File: config.mk
export PLATFORM = sky130hd
export DESIGN_NAME = apb_cmd_master
export DESIGN_NICKNAME = d
export VERILOG_FILES = /design/src/rtl/apb_pkg.sv /design/src/rtl/apb_cmd_fifo.sv /design/src/rtl/apb_cmd_master.sv
export SDC_FILE = /design/constraint.sdc
export NUM_CORES = 1
export LEC_CHECK = 0
export ABC_AREA = 1
export CORE_ASPECT_RATIO = 0.7
export CORE_MARGIN = 2
export CORE_UTILIZATION = 55
export DETAILED_ROUTE_END_ITERATION = 12
export DONT_BUFFER_PORTS = 1
export GPL_ROUTABILITY_DRIVEN = 0
export PLACE_DENSITY = 0.7
export SYNTH_ARGS = -nofsm -noshare
export SYNTH_HDL_FRONTEND = slang
export SYNTH_SLANG_ARGS = --single-unit
export TNS_END_PERCENT = 5
File: constraint.sdc
create_clock -name PCLK -period 3.2 [get_ports PCLK]
set_clock_uncertainty 0.15 [all_clocks]
set_input_delay 0.32 -clock PCLK [delete_from_list [all_inputs] [get_ports PCLK]]
set_output_delay 0.32 -clock PCLK [all_outputs]
set_load 0.02 [all_outputs]
File: src/rtl/apb_pkg.sv
// Shared definitions for the APB command master: FSM encoding, slave register
// map and the packing of a queued command.
package apb_pkg;

   typedef enum logic [1:0] {
      IDLE   = 2'd0,
      SETUP  = 2'd1,
      ACCESS = 2'd2
   } apb_state_t;

   localparam logic [7:0] REG_RESET    = 8'd1;
   localparam logic [7:0] REG_PER_DATA = 8'd4;

   // A queued command is packed as {write, addr, wdata}, write in the MSB.
   function automatic int cmd_width(input int addr_w, input int data_w);
      return 1 + addr_w + data_w;
   endfunction

endpackage

File: src/rtl/apb_cmd_fifo.sv
// Small synchronous show-ahead FIFO holding pending APB commands; the head
// entry is visible combinationally so the FSM can load it on the pop edge.
module apb_cmd_fifo #(
   parameter int width = 41,
   parameter int depth = 4
) (
   input  logic             clk,
   input  logic             rst,
   input  logic             push,
   input  logic             pop,
   input  logic [width-1:0] wdata,
   output logic [width-1:0] head,
   output logic             full,
   output logic             empty
);

   localparam int PTR_W = $clog2(depth);

   logic [width-1:0] mem [depth];
   logic [PTR_W-1:0] wr_ptr_reg;
   logic [PTR_W-1:0] rd_ptr_reg;
   logic [PTR_W:0]   count_reg;
   logic             push_ok;
   logic             pop_ok;

   assign full    = (count_reg == (PTR_W+1)'(depth));
   assign empty   = (count_reg == '0);
   assign push_ok = push && !full;
   assign pop_ok  = pop && !empty;
   assign head    = mem[rd_ptr_reg];

   always_ff @(posedge clk) begin
      if (push_ok) mem[wr_ptr_reg] <= wdata;
   end

   // Depth is a power of two, so the pointers wrap naturally.
   always_ff @(posedge clk or posedge rst) begin
      if (rst) begin
         wr_ptr_reg <= '0;
         rd_ptr_reg <= '0;
         count_reg  <= '0;
      end else begin
         if (push_ok) wr_ptr_reg <= wr_ptr_reg + PTR_W'(1);
         if (pop_ok)  rd_ptr_reg <= rd_ptr_reg + PTR_W'(1);
         case ({push_ok, pop_ok})
            2'b10:   count_reg <= count_reg + (PTR_W+1)'(1);
            2'b01:   count_reg <= count_reg - (PTR_W+1)'(1);
            default: ;
         endcase
      end
   end

endmodule

File: src/rtl/apb_cmd_master.sv
// APB requester: queues read/write commands, runs each through SETUP and
// ACCESS with a bounded wait, and reports completion on a one-cycle strobe.
module apb_cmd_master
   import apb_pkg::*;
#(
   parameter int addrWidth     = 8,
   parameter int dataWidth     = 32,
   parameter int fifoDepth     = 4,
   parameter int timeoutCycles = 16
) (
   input  logic                 PCLK,
   input  logic                 PRESETn,
   input  logic                 cmd_valid,
   output logic                 cmd_ready,
   input  logic                 cmd_write,
   input  logic [addrWidth-1:0] cmd_addr,
   input  logic [dataWidth-1:0] cmd_wdata,
   output logic                 rsp_valid,
   output logic                 rsp_write,
   output logic [dataWidth-1:0] rsp_rdata,
   output logic                 rsp_timeout,
   output logic [addrWidth-1:0] PADDR,
   output logic                 PSELx,
   output logic                 PENABLE,
   output logic                 PWRITE,
   output logic [dataWidth-1:0] PWDATA,
   input  logic [dataWidth-1:0] PRDATA,
   input  logic                 PREADY
);

   localparam int CMD_W  = cmd_width(addrWidth, dataWidth);
   localparam int WAIT_W = (timeoutCycles > 1) ? $clog2(timeoutCycles) : 1;
   localparam logic [WAIT_W-1:0] WAIT_LAST = WAIT_W'(timeoutCycles - 1);

   apb_state_t        state_reg;
   logic [WAIT_W-1:0] wait_reg;
   logic [CMD_W-1:0]  head;
   logic              full;
   logic              empty;
   logic              pop;
   logic              finish;
   logic              timeout_hit;

   assign cmd_ready   = !full;
   assign timeout_hit = (wait_reg == WAIT_LAST);
   assign finish      = (state_reg == ACCESS) && (PREADY || timeout_hit);
   // A completing ACCESS may load the next command directly (back-to-back).
   assign pop         = !empty && ((state_reg == IDLE) || finish);

   apb_cmd_fifo #(
      .width (CMD_W),
      .depth (fifoDepth)
   ) u_fifo (
      .clk   (PCLK),
      .rst   (PRESETn),
      .push  (cmd_valid),
      .pop   (pop),
      .wdata ({cmd_write, cmd_addr, cmd_wdata}),
      .head  (head),
      .full  (full),
      .empty (empty)
   );

   always_ff @(posedge PCLK or posedge PRESETn) begin
      if (PRESETn) begin
         state_reg   <= IDLE;
         wait_reg    <= '0;
         PADDR       <= '0;
         PWDATA      <= '0;
         PWRITE      <= 1'b0;
         PSELx       <= 1'b0;
         PENABLE     <= 1'b0;
         rsp_valid   <= 1'b0;
         rsp_write   <= 1'b0;
         rsp_rdata   <= '0;
         rsp_timeout <= 1'b0;
      end else begin
         rsp_valid <= 1'b0;
         if (pop) {PWRITE, PADDR, PWDATA} <= head;
         case (state_reg)
            IDLE: begin
               if (!empty) begin
                  PSELx     <= 1'b1;
                  state_reg <= SETUP;
               end
            end
            SETUP: begin
               PENABLE   <= 1'b1;
               wait_reg  <= '0;
               state_reg <= ACCESS;
            end
            ACCESS: begin
               if (finish) begin
                  rsp_valid   <= 1'b1;
                  rsp_write   <= PWRITE;
                  rsp_rdata   <= (PREADY && !PWRITE) ? PRDATA : '0;
                  rsp_timeout <= !PREADY;
                  PENABLE     <= 1'b0;
                  if (!empty) begin
                     state_reg <= SETUP;
                  end else begin
                     PSELx     <= 1'b0;
                     state_reg <= IDLE;
                  end
               end else begin
                  wait_reg <= wait_reg + WAIT_W'(1);
               end
            end
            default: begin
               PSELx     <= 1'b0;
               PENABLE   <= 1'b0;
               state_reg <= IDLE;
            end
         endcase
      end
   end

endmodule

==> flow_summary.json <==
{
  "largest_reg_flops": 164,
  "port-buffer-count": 0,
  "floorplan.initialDensity_pct": 56.42,
  "synth.net_count": 1154,
  "critical_path.max_fanout": 8,
  "peakVddDrop_uv": 594.0,
  "yosys_most_used_dff": "edfxtp_1",
  "pre_cts_slack_ps": 782.0,
  "hp-class": "input pin to flop",
  "fp.coreArea_um2": 19020,
  "rsz0062_at_grt": "false",
  "rr_endpoint": "u_fifo.count_reg[2]$_DFFE_PP0P_",
  "start_kind": "flop",
  "yosysSeqAreaShare_pct": 67.10,
  "track_usage_pct": 22.17,
  "die_area_um2": 20670,
  "netlist_area_um2": 10730,
  "regArea_um2": 7204,
  "vias_per_cell": 4.962,
  "holdPathStages": 3,
  "tns_ps": 0,
  "fin_ws_ps": 800.2,
  "drtIter0Drc": 661,
  "reg2reg_depth": 10,
  "path_clk_slew_ps": 70,
  "drv_cap": 0,
  "crit_required_ps": 3490,
  "crit_type": "flop to flop",
  "worstSkewPairLatency_ps": 510,
  "p_leak_nw": 5.864,
  "htree_levels": 1,
  "cts_tree": "built",
  "worst_pin_slew_ps": 943.5,
  "r2r_setup_slack_ps": 800,
  "wl_um": 22470,
  "finalSetupViolCount": 0,
  "clock.fmax_mhz": 416.7,
  "async_flop_share_pct": 35.69,
  "vias": 7056,
  "die_w_um": 171.0,
  "min_from": "cmd_valid",
  "ant_nets": 0,
  "cp-end-kind": "flop",
  "synth-edff-count": 164,
  "nets": 1223,
  "hold_viol": 0,
  "post_drt_wl_per_cell_um": 15.80,
  "clock_sinks": 255,
  "hpwl_um": 12640,
  "grt_start_max_net_pins": 85,
  "drt_pass1_iterations": 5,
  "numCtsBuffers": 24,
  "fin_crit_ps": 2400,
  "cp-startpoint": "u_fifo.count_reg[1]$_DFFE_PP0P_",
  "synth_seq_cells": 255,
  "multi_input_area_um2": 2565,
  "r2r_start": "u_fifo.count_reg[1]$_DFFE_PP0P_",
  "final_max_slew_viol_count": 0,
  "syn_to_final_growth_pct": 16.95,
  "drive_gt1_share_pct": 6.828,
  "die_h_um": 120.9,
  "avgSynthCellArea_um2": 10.03,
  "ctsLongestPathBuffers": 3,
  "drc": 0,
  "ios": 156,
  "fill_cells": 1455,
  "cts_root_buf": "clkbuf_16",
  "period_share_pct": 74.99,
  "critPathArrivalTime_ps": 2690,
  "ctsResizeCount": 0,
  "grt_antenna_before_repair": 1,
  "synth.distinct_cells": 27,
  "first_global_vias": 6867,
  "std_cell_rows": 42,
  "status": "completed",
  "grt_pass1_wl_um": 35850,
  "reg_top3": "u_fifo.mem: 164 flops, PWDATA: 32 flops, rsp_rdata: 32 flops",
  "cellPowerDensity_nw_per_um2": 958.9,
  "max_slew_margin_pct": 37.10,
  "yosys_warnings": 0,
  "hold_path_end": "u_fifo.wr_ptr_reg[0]$_DFFE_PP0P_",
  "syn_inst": 1070,
  "grt_overflow_total": 0,
  "largest_register": "u_fifo.mem"
}
-- synthesized netlist by cell type, types with 2 or more instances --
master,count,share of area (%)
xnor2_1,2,0.16
clkbuf_1,7,0.24
buf_4,4,0.28
nand3_1,133,6.2
buf_6,7,0.73
nor2_1,8,0.28
xor2_1,4,0.33
buf_1,3,0.10
o21ai_1,14,0.65
nand2_4,2,0.21
o21ai_2,4,0.33
buf_2,28,1.3
o21ai_0,16,0.75
inv_1,187,6.5
edfxtp_1,164,46
nand2_1,378,13
ha_1,6,0.70
a21oi_1,3,0.14
nand3_2,2,0.19
dfrtp_1,91,21
-- final cells by class --
type | count | area share [%]
Tap cell | 264 | 2.632
Timing Repair Buffer | 92 | 7.297
Antenna cell | 1 | 0.01994
Inverter | 189 | 5.672
Clock buffer | 34 | 5.742
Clock inverter | 10 | 0.8074
Multi-Input combinational cell | 577 | 20.43
Sequential cell | 255 | 57.40
-- layer usage --
metal  global-route usage [%]  share of wire, %
met1                    31.31                45
met2                    35.76                47
met3                    4.305               6.4
met4                    5.667               2.0
met5                        0                 0
-- power by group --
part / total, mW / switching [mW] / internal [mW]
clock network: 2.92 / 1.19 / 1.73
registers: 5.58 / 1.06 / 4.52
logic: 3.54 / 2.43 / 1.10
total: 12.0 / 4.68 / 7.35
-- stage by stage --
stage	area, µm²	power (mW)	std cells	utilization, %	hold slack (ps)
2_1_floorplan	10730	8.183	1070	-	264.7
3_3_place_gp	10980	8.969	1302	57.70	234.3
3_5_place_dp	10980	9.098	1302	57.70	248.6
4_1_cts	12550	12.12	1421	65.97	24.71
5_1_grt	12550	12.85	1422	65.98	41.66
6_report	12550	12.04	1422	65.98	35.58
-- cells in the final DEF, fill, tap and decap left out, types with 14 or more instances in the layout --
cell and count:
dlygate4sd3_1 75, nand2_1 378, dfrtp_1 89, edfxtp_1 164, inv_1 184, o21ai_0 16, o21ai_1 14, nand3_1 133
buf_4 14, clkbuf_16 26
-- critical path, stage by stage (launching register included) --
cell     delay (ps)
dfrtp_1         390
nor2_1          150
nand2_1         190
nand2_1         100
buf_4           210
ha_1            170
inv_1            70
fa_1            380
or2_2           300
nand2_1          80
xor2_1          140
-- kinds of logic (layout without fill, tap and decap cells) --
group,after synthesis,in the layout,share of synthesized area [%]
AOI/OAI and AO/OA,37,37,1.865
xor gates and xnor gates,6,6,0.4896
adders and majority gates,7,7,0.8860
buffers and inverters,238,325,9.280
DFF,255,255,67.10
other,0,1,0
and+or+nand+nor,527,527,20.38
-- timing repair --
action	in CTS	in global routing
hold buffers	75	0
hold endpoints to repair	255	0
setup endpoints to repair	0	0
setup buffers	0	0
-- worst max path at each step --
stage | end | slack [ps] | cells after the start
after floorplan | u_fifo.mem[0][0]$_DFFE_PP_ | 50 | 4
after global placement | u_fifo.count_reg[2]$_DFFE_PP0P_ | 840 | 10
after detailed placement | u_fifo.count_reg[2]$_DFFE_PP0P_ | 780 | 10
after CTS | u_fifo.count_reg[2]$_DFFE_PP0P_ | 780 | 10
after global routing | u_fifo.count_reg[2]$_DFFE_PP0P_ | 610 | 10
final | u_fifo.count_reg[2]$_DFFE_PP0P_ | 800 | 10
Note: power is estimated with default switching activity, not from simulation.
